File: config.mk
export PLATFORM = sky130hd
export DESIGN_NAME = pe_8x4_loader
export DESIGN_NICKNAME = d
export VERILOG_FILES = /design/src/rtl/pe_loader_pkg.sv /design/src/rtl/pe_word_packer.sv /design/src/rtl/pe_8x4_loader.sv
export SDC_FILE = /design/constraint.sdc
export NUM_CORES = 1
export LEC_CHECK = 0
export ABC_AREA = 1
export BUFFER_PORTS_ARGS = -buffer_cell sky130_fd_sc_hd__buf_2
export CAP_MARGIN = 20
export CORE_AREA = 3 3 307 309
export CTS_CLUSTER_DIAMETER = 80
export CTS_CLUSTER_SIZE = 20
export DETAILED_ROUTE_END_ITERATION = 16
export DIE_AREA = 0 0 310 312
export HOLD_SLACK_MARGIN = 0.1
export PLACE_DENSITY = 0.51
export SETUP_SLACK_MARGIN = 0.3
export SLEW_MARGIN = 20
export SYNTH_ARGS = -nofsm -noshare
export SYNTH_HDL_FRONTEND = slang
export SYNTH_SLANG_ARGS = --single-unit
File: constraint.sdc
create_clock -name clk -period 2.05 [get_ports clk]
set_input_delay 0 -clock clk [delete_from_list [all_inputs] [get_ports clk]]
set_output_delay 0 -clock clk [all_outputs]
set_load 0.05 [all_outputs]
File: src/rtl/pe_loader_pkg.sv
// Shared definitions for the PE loader: FSM state encoding, frame sizes and counter width.
package pe_loader_pkg;

    typedef enum logic [1:0] {
        S_LOAD_D = 2'd0,
        S_LOAD_W = 2'd1,
        S_FIRE   = 2'd2,
        S_OUT    = 2'd3
    } state_t;

    localparam int unsigned WORD_LEN_DEF = 16;
    localparam int unsigned NEU_IN_DEF   = 8;
    localparam int unsigned NEU_OUT_DEF  = 4;
    localparam int unsigned PE_LAT_DEF   = 3;

    localparam int unsigned DATA_WORDS   = NEU_IN_DEF;
    localparam int unsigned WEIGHT_WORDS = NEU_IN_DEF * NEU_OUT_DEF;
    localparam int unsigned FRAME_WORDS  = DATA_WORDS + WEIGHT_WORDS;

    // One counter serves as word index while loading and as the fire-cycle count,
    // so it has to cover both the weight count and PE_LAT.
    function automatic int unsigned cnt_width(input int unsigned words, input int unsigned lat);
        int unsigned a;
        int unsigned b;
        a = (words > 1) ? $clog2(words) : 1;
        b = $clog2(lat + 1);
        return (a > b) ? a : b;
    endfunction

    localparam int unsigned CNT_W = cnt_width(WEIGHT_WORDS, PE_LAT_DEF);

endpackage

File: src/rtl/pe_word_packer.sv
// Write-indexed word register file exposed as one flat bus; word i occupies bits [W*i +: W].
module pe_word_packer #(
    parameter int unsigned WORD_LEN = 16,
    parameter int unsigned DEPTH    = 8,
    parameter int unsigned IDX_W    = 3
) (
    input  logic                      clk,
    input  logic                      rst_n,
    input  logic [IDX_W-1:0]          idx,
    input  logic [WORD_LEN-1:0]       word,
    input  logic                      we,
    output logic [WORD_LEN*DEPTH-1:0] bus
);

    always_ff @(posedge clk) begin
        if (!rst_n) begin
            bus <= '0;
        end else begin
            for (int unsigned i = 0; i < DEPTH; i++) begin
                if (we && (idx == IDX_W'(i))) begin
                    bus[i*WORD_LEN +: WORD_LEN] <= word;
                end
            end
        end
    end

endmodule

File: src/rtl/pe_8x4_loader.sv
// Serial-to-parallel feeder for the 8-in/4-out PE: loads DATA and WEIGHT, pulses ce, captures Q.
// Optional macro PE_LOADER_WEIGHT_REUSE_EN adds reuse_w to skip the weight load phase.
module pe_8x4_loader
    import pe_loader_pkg::*;
#(
    parameter int unsigned WORD_LEN = WORD_LEN_DEF,
    parameter int unsigned NEU_IN   = NEU_IN_DEF,
    parameter int unsigned NEU_OUT  = NEU_OUT_DEF,
    parameter int unsigned PE_LAT   = PE_LAT_DEF
) (
    input  logic                                clk,
    input  logic                                rst_n,
    input  logic [WORD_LEN-1:0]                 in_data,
    input  logic                                in_valid,
    output logic                                in_ready,
`ifdef PE_LOADER_WEIGHT_REUSE_EN
    input  logic                                reuse_w,
`endif
    output logic [WORD_LEN*NEU_IN-1:0]          pe_data,
    output logic [WORD_LEN*NEU_IN*NEU_OUT-1:0]  pe_weight,
    output logic                                pe_ce,
    input  logic [WORD_LEN*NEU_OUT-1:0]         pe_q,
    output logic [WORD_LEN*NEU_OUT-1:0]         q_out,
    output logic                                q_valid,
    input  logic                                q_ready,
    output logic                                busy
);

    localparam int unsigned W_WORDS = NEU_IN * NEU_OUT;
    localparam int unsigned CW      = cnt_width(W_WORDS, PE_LAT);

    state_t          state;
    state_t          state_nx;
    logic [CW-1:0]   cnt;
    logic [CW-1:0]   cnt_nx;
    logic            ce_nx;
    logic            d_we;
    logic            w_we;
    logic            capture;
    logic            xfer;

    assign in_ready = (state == S_LOAD_D) || (state == S_LOAD_W);
    assign q_valid  = (state == S_OUT);
    assign busy     = !((state == S_LOAD_D) && (cnt == '0));
    assign xfer     = in_valid && in_ready;

    always_ff @(posedge clk) begin
        if (!rst_n) begin
            state <= S_LOAD_D;
            cnt   <= '0;
            pe_ce <= 1'b0;
            q_out <= '0;
        end else begin
            state <= state_nx;
            cnt   <= cnt_nx;
            pe_ce <= ce_nx;
            if (capture) begin
                q_out <= pe_q;
            end
        end
    end

    // ce is raised on the edge that enters S_FIRE and dropped PE_LAT clocks later;
    // Q is sampled one clock after that, once the PE pipeline has settled.
    always_comb begin
        state_nx = state;
        cnt_nx   = cnt;
        ce_nx    = pe_ce;
        d_we     = 1'b0;
        w_we     = 1'b0;
        capture  = 1'b0;
        case (state)
            S_LOAD_D: begin
                if (xfer) begin
                    d_we = 1'b1;
                    if (cnt == CW'(NEU_IN - 1)) begin
                        cnt_nx = '0;
`ifdef PE_LOADER_WEIGHT_REUSE_EN
                        if (reuse_w) begin
                            state_nx = S_FIRE;
                            ce_nx    = 1'b1;
                        end else begin
                            state_nx = S_LOAD_W;
                        end
`else
                        state_nx = S_LOAD_W;
`endif
                    end else begin
                        cnt_nx = cnt + CW'(1);
                    end
                end
            end
            S_LOAD_W: begin
                if (xfer) begin
                    w_we = 1'b1;
                    if (cnt == CW'(W_WORDS - 1)) begin
                        cnt_nx   = '0;
                        state_nx = S_FIRE;
                        ce_nx    = 1'b1;
                    end else begin
                        cnt_nx = cnt + CW'(1);
                    end
                end
            end
            S_FIRE: begin
                cnt_nx = cnt + CW'(1);
                if (cnt == CW'(PE_LAT - 1)) begin
                    ce_nx = 1'b0;
                end
                if (cnt == CW'(PE_LAT)) begin
                    capture  = 1'b1;
                    cnt_nx   = '0;
                    state_nx = S_OUT;
                end
            end
            S_OUT: begin
                if (q_ready) begin
                    state_nx = S_LOAD_D;
                    cnt_nx   = '0;
                end
            end
        endcase
    end

    pe_word_packer #(
        .WORD_LEN (WORD_LEN),
        .DEPTH    (NEU_IN),
        .IDX_W    (CW)
    ) u_data_packer (
        .clk   (clk),
        .rst_n (rst_n),
        .idx   (cnt),
        .word  (in_data),
        .we    (d_we),
        .bus   (pe_data)
    );

    pe_word_packer #(
        .WORD_LEN (WORD_LEN),
        .DEPTH    (W_WORDS),
        .IDX_W    (CW)
    ) u_weight_packer (
        .clk   (clk),
        .rst_n (rst_n),
        .idx   (cnt),
        .word  (in_data),
        .we    (w_we),
        .bus   (pe_weight)
    );

endmodule

==> impl_metrics.py <==
metrics = {
    "outcome": {
        "status": "complete, no violations",
    },
    "power": {
        "p_seq_share_pct": 51.4,
        "ir_drop_v": 0.000577,
        "p_int_mw": 19.7,
        "p_sw_mw": 8.07,
        "p_sw_share_pct": 29.1,
        "cellLeakagePower_nw": 16.8,
        "p_per_area_nw_per_um2": 801,
        "clockPowerShare_pct": 35.1,
        "combPwrFrac_pct": 13.5,
    },
    "synth": {
        "yosys-top-cells-area": "dfxtp_1 (56%), nor2_1 (18%), o21ai_0 (12%)",
        "synth_edf_count": 0,
        "yosysUniqueCellTypes": 25,
        "yosys_warnings": 0,
        "synth_seq_cells": 712,
        "synth_top_area_share_pct": 55.7,
        "synth-seq-area-share_pct": 55.7,
        "syn_inst": 3271,
        "syn_area_sq_um": 25600,
        "synthTopCellsByCount": "nor2_1 (1,203), dfxtp_1 (712), o21ai_0 (623)",
        "synth_fp_nets": 3365,
        "synth.most_common_cell": "nor2_1",
        "synth_top_cell_by_area": "dfxtp_1",
        "synth_ff_type": "dfxtp_1",
        "synth.avg_cell_area_sq_um": 7.83,
        "async_reset_ff_share_pct": 0,
    },
    "clock_tree": {
        "cts-root-buf": "clkbuf_16",
        "cts.sinks": 712,
        "cts_tree": "yes",
        "clk_latency_ns": 0.62,
        "clk_pin_slew_ns": 0.08,
        "cts_inserted_buffers": 46,
        "cts_buffer_depth": 3,
        "h-tree-depth": 2,
    },
    "placement": {
        "place.gp.congestion": 0.805,
        "dpl.hpwl_um": 71400,
        "port_buffers": 791,
        "place_area_sq_um": 31100,
    },
    "global_route": {
        "grt_pass1_vias": 23000,
        "gr-total-overflow": 0,
        "antenna_found_initial": 0,
        "grt_pass1_wl_um": 155000,
        "gr-usage-all-layers_pct": 21.2,
        "grt_start_max_net_pins": 97,
    },
    "cells_and_area": {
        "stdcell_area_sq_um": 34600,
        "nets": 4215,
        "finish.utilization_pct": 37.8,
        "fillCellCount": 9514,
        "regArea_sq_um": 14300,
        "drive_gt1_share_pct": 29.3,
        "multiInputGateArea_sq_um": 10100,
        "area_growth_syn_to_layout_pct": 35.3,
    },
    "floorplanning": {
        "dieArea_sq_um": 96700,
        "io-pin-count": 792,
        "core_sq_um": 91700,
        "die-height_um": 312,
        "die_width_um": 310,
        "fp-row-count": 111,
        "start_util_pct": 27.9,
    },
    "critical_path": {
        "r2r_start": "state[0]$_SDFFE_PN0P_",
        "path_class": "register to register",
        "worstPathRequired_ns": 2.56,
        "end_kind": "register",
        "r2r-end": "u_data_packer.bus[15]$_SDFFE_PN0P_",
        "critPathMaxFanout": 8,
        "critPathLaunch": "state[0]$_SDFFE_PN0P_",
        "worstPathArrival_ns": 2.24,
        "crit_end": "u_data_packer.bus[15]$_SDFFE_PN0P_",
        "reg2reg_depth": 10,
        "start_kind": "register",
        "r2r_setup_slack_ns": 0.32,
    },
    "sta": {
        "worst_pin_slew_ns": 0.648,
        "finalHoldViolCount": 0,
        "slew_headroom_pct": 56.8,
        "setup_tns_ns": 0,
        "period_minus_slack_ns": 1.73,
        "setup_violations": 0,
        "fmax_mhz": 578,
        "slew_viol_final": 0,
        "rsz0062_at_grt": "true",
        "period_share_pct": 84.4,
        "fin_skew_ns": 0.0199,
    },
    "route": {
        "vias": 24600,
        "vias_per_cell": 4.61,
        "firstDrtPassIters": 5,
        "wl_per_cell_um": 20.5,
        "drt-total-wl_um": 109000,
        "drtAntennaViolNets": 0,
        "drc": 0,
        "drt_iter0_drc": 1653,
    },
    "worst_hold_path": {
        "hold_path_class": "input port to register",
    },
    "run": {
        "maxCapViolCount": 0,
    },
}
==> cells in the final DEF (no fill, tap or decap), types with 42 or more instances in the layout <==
cell type / count
dlygate4sd3_1: 83
nor2_4: 42
nor2_2: 47
a21oi_1: 119
buf_4: 106
dfxtp_1: 706
nand3_1: 42
nor2_1: 1143
buf_2: 788
o21ai_1: 49
inv_1: 84
clkbuf_16: 51
o21ai_0: 605
nand2_1: 84
==> power by group through the flow <==
stage | sequential (mW) | combinational [mW] | clock (mW)
final | 14.2 | 3.76 | 9.74
after global routing | 14.3 | 3.99 | 10.5
after CTS | 14.2 | 3.50 | 10.1
after detailed placement | 14.5 | 3.15 | 0
after global placement | 14.5 | 3.15 | 0
after floorplan | 15.4 | 1.15 | 0
==> worst min path at each step <==
stage	from	end	cells past startpoint
after floorplan	pe_q[50]	q_out[50]$_SDFFE_PN0P_	2
after global routing	in_data[7]	u_weight_packer.bus[39]$_SDFFE_PN0P_	4
after global placement	pe_q[2]	q_out[2]$_SDFFE_PN0P_	3
after CTS	in_data[7]	u_weight_packer.bus[39]$_SDFFE_PN0P_	4
final	in_data[7]	u_weight_packer.bus[39]$_SDFFE_PN0P_	4
after detailed placement	pe_q[43]	q_out[43]$_SDFFE_PN0P_	3
==> cell type report <==
type                    count  area share (%)
diodes                      1         0.00722
clock buffers              50            3.46
clock inverters            14           0.600
inverters                 140            1.81
multi-input cells        2179            29.2
flip-flops and latches    712            41.2
well taps                1186            4.28
repair buffers           1042            19.4
==> cells by family (layout without fill, tap and decap cells) <==
logic type                 after synthesis  in the layout  share of synthesized area (%)
buffers and inverters                  381           1246                           6.65
other                                    0              1                              0
and+or+nand+nor                       1388           1389                           21.9
DFF                                    712            712                           55.7
AOI/OAI and AO/OA                      780            780                           15.3
adders and majority gates               10             10                          0.489
==> metal layers <==
metal	vias to the layer above	GRT usage, %	routed length (um)
met2	775	36.5	52600
met4	0	6.69	3490
li1	12100	-	-
met5	-	0	0
met3	146	5.29	7940
met1	11500	25.7	45100
==> sequential cells by signal, summed over array words and instances (netlist names) <==
name and count:
state 2, u_data_packer.bus 128, cnt 5, pe_ce 1, u_weight_packer.bus 512, q_out 64
==> per-stage QoR <==
stage	std cells	worst slack [ns]	power [mW]	hold slack, ns
floorplan	3271	0.334	16.5	0.191
global placement	5116	-0.191	17.7	0.276
detailed placement	5116	-0.142	17.7	0.280
CTS	5308	0.177	27.8	0.124
global route	5323	0.212	28.8	0.159
finish	5324	0.319	27.7	0.180
==> worst max-delay path, stage by stage, from the launching register on <==
cell and delay (ns):
dfxtp_4 0.37, inv_4 0.07, ha_4 0.14, nand2_4 0.05
nor2_4 0.13, clkinv_4 0.13, nor2_4 0.20, clkinvlp_4 0.18
clkbuf_16 0.21, nor2_4 0.09, nor2_2 0.04
==> timing repair <==
action,CTS,global route
hold endpoints to repair,690,0
resized for setup,60,173
cloned,1,4
pin swaps,19,37
hold buffers,83,0
setup endpoints to repair,536,579
buffers inserted,44,11
(Power assumes the default switching activity.)
